File: src/rtl/data_memory_cache_port.sv
// Request/response front end for the cache data-memory array: one access at a time,
// registered responses, byte-masked writes performed as read-modify-write.

package cache;
    localparam int DATA_W  = 32;
    localparam int INDEX_W = 32;

    typedef logic [DATA_W-1:0] cache_data_t;

    typedef struct packed {
        logic               we;
        logic [INDEX_W-1:0] index;
    } cache_req_t;
endpackage

module data_memory_cache_port #(
    parameter  int size = 1024,
    localparam int IW   = $clog2(size),
    localparam int NB   = $bits(cache::cache_data_t) / 8
) (
    input  logic                clk,
    input  logic                rst_n,

    input  logic                req_valid,
    output logic                req_ready,
    input  logic [IW-1:0]       req_index,
    input  logic                req_we,
    input  logic [NB-1:0]       req_be,
    input  cache::cache_data_t  req_wdata,

    output logic                resp_valid,
    input  logic                resp_ready,
    output cache::cache_data_t  resp_rdata,

    output cache::cache_req_t   data_req,
    output cache::cache_data_t  data_write,
    input  cache::cache_data_t  data_read
);

    typedef enum logic {
        IDLE  = 1'b0,
        MERGE = 1'b1
    } state_t;

    localparam logic [NB-1:0] BE_FULL = '1;
    localparam logic [IW:0]   SIZE_W  = (IW + 1)'(size);

    state_t             state;
    logic [IW-1:0]      hold_index;
    cache::cache_data_t merged_q;
    cache::cache_data_t merged_d;

    logic in_range;
    logic accept;
    logic full_wr;
    logic part_wr;

    assign in_range = ({1'b0, req_index} < SIZE_W);

    // NOTE: rst_n gates ready so no request (and no array write) can slip through while reset is held.
    assign req_ready = rst_n && (state == IDLE) && (!resp_valid || resp_ready);
    assign accept    = req_valid && req_ready;
    assign full_wr   = req_we && (req_be == BE_FULL);
    assign part_wr   = req_we && (req_be != '0) && !full_wr;

    // NOTE: every output of an always_comb block gets a default first, so no latch is inferred.
    always_comb begin
        merged_d = data_read;
        for (int b = 0; b < NB; b++) begin
            if (req_be[b]) merged_d[8*b +: 8] = req_wdata[8*b +: 8];
        end
    end

    always_comb begin
        data_req   = '0;
        data_write = req_wdata;
        if (state == MERGE) begin
            data_req.index = cache::INDEX_W'(hold_index);
            data_req.we    = 1'b1;
            data_write     = merged_q;
        end else begin
            data_req.index = cache::INDEX_W'(req_index);
            data_req.we    = accept && full_wr && in_range;
        end
    end

    always_ff @(posedge clk or negedge rst_n) begin
        if (!rst_n) begin
            state      <= IDLE;
            hold_index <= '0;
            merged_q   <= '0;
            resp_valid <= 1'b0;
            resp_rdata <= '0;
        end else begin
            // NOTE: non-blocking, last assignment wins: a load below overrides this drain.
            if (resp_valid && resp_ready) resp_valid <= 1'b0;

            case (state)
                IDLE: begin
                    if (accept) begin
                        if (!in_range) begin
                            resp_valid <= 1'b1;
                            resp_rdata <= '0;
                        end else if (part_wr) begin
                            state      <= MERGE;
                            hold_index <= req_index;
                            merged_q   <= merged_d;
                        end else begin
                            resp_valid <= 1'b1;
                            resp_rdata <= full_wr ? req_wdata : data_read;
                        end
                    end
                end
                MERGE: begin
                    state      <= IDLE;
                    resp_valid <= 1'b1;
                    resp_rdata <= merged_q;
                end
                default: state <= IDLE;
            endcase
        end
    end

endmodule

File: config.mk
export PLATFORM = sky130hd
export DESIGN_NAME = data_memory_cache_port
export DESIGN_NICKNAME = d
export VERILOG_FILES = /design/src/rtl/data_memory_cache_port.sv
export SDC_FILE = /design/constraint.sdc
export NUM_CORES = 1
export LEC_CHECK = 0
export CAP_MARGIN = 20
export CORE_MARGIN = 4
export CORE_UTILIZATION = 41
export DETAILED_ROUTE_END_ITERATION = 6
export GPL_TIMING_DRIVEN = 0
export PLACE_DENSITY = 0.78
export RECOVER_POWER = 50
export SYNTH_ARGS = -nofsm -noshare
export SYNTH_HDL_FRONTEND = slang
export SYNTH_SLANG_ARGS = --single-unit
File: constraint.sdc
create_clock -name clk -period 1.9 [get_ports clk]
set_clock_uncertainty 0.15 [all_clocks]
set_input_delay 0.38 -clock clk [delete_from_list [all_inputs] [get_ports clk]]
set_output_delay 0.38 -clock clk [all_outputs]
set_load 0.05 [all_outputs]
==> results.md <==
- Status: finished with violations
- Violated checks: negative setup slack
- Rel. slew slack: a little over 30%
- Fin. max-slew vios: 0
- Synth warnings: 0
- Total track usage: between 20 and 25%
- Hold path endpoint: merged_q[20]
- Final GP Congestion: about 0.82
- Remaining Overflow, GRT: 0
- Least-Margin Pin Slew: ~1000 ps
- Initial antenna violation count: 1
- CP arrival: 1630 ps
- Post-route cell area: slightly below 8000 sq um
- Critical Path RT: between 1000 and 1500 ps
- Avg WL per Cell: 20.9 microns
- Drt pass-1 iters: 5
- First-pass GRT wire length: 25700 microns
- MaxCap Viol Count: 0
- ANT nets after route: 0
- Commonest cells after routing, fill and taps aside: dfrtp_1 (75), clkdlybuf4s50_1 (74), mux2_4 (67)
- Pin count of the biggest net entering global routing: 37
- Lkg Pwr: between 3 and 4 nW
- WL final: approximately 17000 microns
- Die width: around 120 microns
- RSZ-0062 raised after global routing: true
- Final critical-path required period: 2160 ps
- Most common cell after layout, fill and taps aside: dfrtp_1
- DRT iter0 DRCs: 328
- Reg-to-reg slack, setup: -190 ps
- Core area: ~12000 sq um
- Initial core utilization: a little over two fifths
- Fmax: ~0.46 GHz
- Detailed Place HPWL: 10600 microns
- H-Tree Depth: 3
- Synth Register Bits: 76
- Sequential share of the synthesized area: about two fifths
- Syn Area/Cell: roughly 11 sq um
- IO buf count: around 150
- HP Start: req_be[2]
- Clock Tree Buf Depth: 2
- RR Startpoint: state
- Leading area contributor after synthesis: dfrtp_1
- Via density: approximately 5.6
- Vias in the first global route: about 5000
- Layout area overhead: 61.3%
- CP Max Fanout: 8
- Clock Pin Slew Worst Setup and Hold Paths: roughly 70 ps
- Yosys cell types: 26
- Startpoint types: flip-flop
- TritonCTS clock tree: yes
- Cell Area, Synth: roughly 5000 sq um
- Worst-skew pair later-pin latency: approximately 320 ps
- Fill count: approximately 880
- Worst r2r path cells: 7
- Fin. Hold Viols: 0
- Num CTS Buffers: 9
- DR DRC count: 0
- Top-area cell type share of the netlist area: 38.8%
- Crit end category: primary output
- RR Endpoint: hold_index[3]
- Via count: roughly 4400
- Layout Nets: around 730
- Clock sinks: 76
- Area contributors post-synth: dfrtp_1 (39%), mux2_4 (12%), mux2_1 (11%), mux2_2 (6.4%), a31o_2 (5.2%)
- Pwr per Cell Area: about 940 nW/um^2
- Die area: ~14000 sq um
- Final setup vio count: 86
- Synth Instances: between 400 and 500
- Ratio of cells with drive above 1 in the final layout: a little under half
- Min-Delay Path Class: in2reg
- Worst slack, placed: -1280 ps
- WHS Path Cells: 3
- Clock root buffer: clkbuf_16
- Critical path class: reg2out
- Die Y: between 100 and 150 microns
- Ports: 182
- Row count: 39
- Worst setup margin: -264 ps
- Post-DP Area: about 6800 sq um
- Peak VDD IR: between 0.6 and 0.7 mV
- Final critical-path share of the clock period: 114%
## registers in the layout, summed over array words and instances (netlist names)
signal	cells
hold_index	10
resp_valid	1
merged_q	32
resp_rdata	32
state	1
## layout make-up
cell class / instances / area (sq um) / share of cell area (%)
Clock buffer: 11 / 253 / 3.20
Timing Repair Buffer: 190 / 2060 / 26.0
Buffer: 59 / 626 / 7.91
Inverter: 1 / 8.76 / 0.111
Tap cell: 143 / 179 / 2.26
Antenna cell: 1 / 2.50 / 0.0316
Multi-Input combinational cell: 309 / 2810 / 35.5
Clock inverter: 4 / 72.6 / 0.918
Sequential cell: 76 / 1900 / 24.1
## worst max-delay path: stages (launching register included)
cell,delay (ps)
dfrtp_2,470
clkbuf_16,200
clkbuf_16,170
mux2_4,310
buf_8,150
## cell families (layout without fill, tap and decap cells)
logic type,after synthesis,after routing,share of synthesized area (%)
DFF,76,76,38.8
other,1,23,0.0765
and+or+nand+nor,41,41,4.08
muxes,116,116,29.6
AOI/OAI and AO/OA,130,130,18.3
buffers and inverters,64,265,9.11
## synthesized netlist by cell type
master and number:
and3_1 2, o21ai_0 32, mux2_2 28, mux2_4 39, a21oi_1 33, nor4b_4 1
conb_1 1, buf_6 7, nand2b_1 1, o31ai_1 23, buf_4 23, buf_12 4
and4_4 1, dfrtp_1 76, buf_2 2, a31o_2 29, inv_2 1, clkbuf_1 27
nand2_1 2, nor4_2 1, nor2_1 32, o31ai_2 9, a31o_1 3, mux2_1 49
or2_1 1, a31oi_1 1
## per-layer routing
layer  GRT usage [%]  wire length (microns)  vias to the layer above
met5               0                      0                        -
met4            8.50                    396                        0
met3            4.96                   1090                       33
met2            39.1                   8270                      215
met1            28.6                   6850                     2209
li1                -                      -                     1983
## power by group
part,internal (W),switching [W]
combinational,0.00137,0.00178
sequential,0.00208,0.000322
clock,0.00121,0.000664
## worst max-delay path by stage
stage               startpoint             end  slack [ps]
floorplan            req_be[3]   hold_index[9]        -270
global placement         rst_n    data_req[32]       -4300
detailed placement  resp_ready    data_req[32]       -1280
CTS                      state   data_write[1]        -240
global route             state     data_req[0]        -300
finish                   state  data_write[24]        -260
## stage by stage
step	setup TNS (ps)	hold WS (ps)	utilization [%]	power (W)	instances
after floorplan	-11490	-65.6	-	0.00438	449
after detailed placement	-69200	60.4	58.6	0.00539	747
after global routing	-21520	320	68.4	0.00771	794
after CTS	-13820	27.7	66.0	0.00731	783
after global placement	-479240	342	58.3	0.00531	746
final	-15120	319	68.4	0.00742	794
## timing repair
item                                    4_1_cts  5_1_grt
endpoints found under the setup margin      149      105
pin swaps                                     2        3
buffers inserted                             15       10
hold buffers                                  2        0
cloned                                        5        6
resized for setup                           385       80
endpoints found under the hold margin        40        0
No activity file was read; power rests on OpenSTA's default activity.
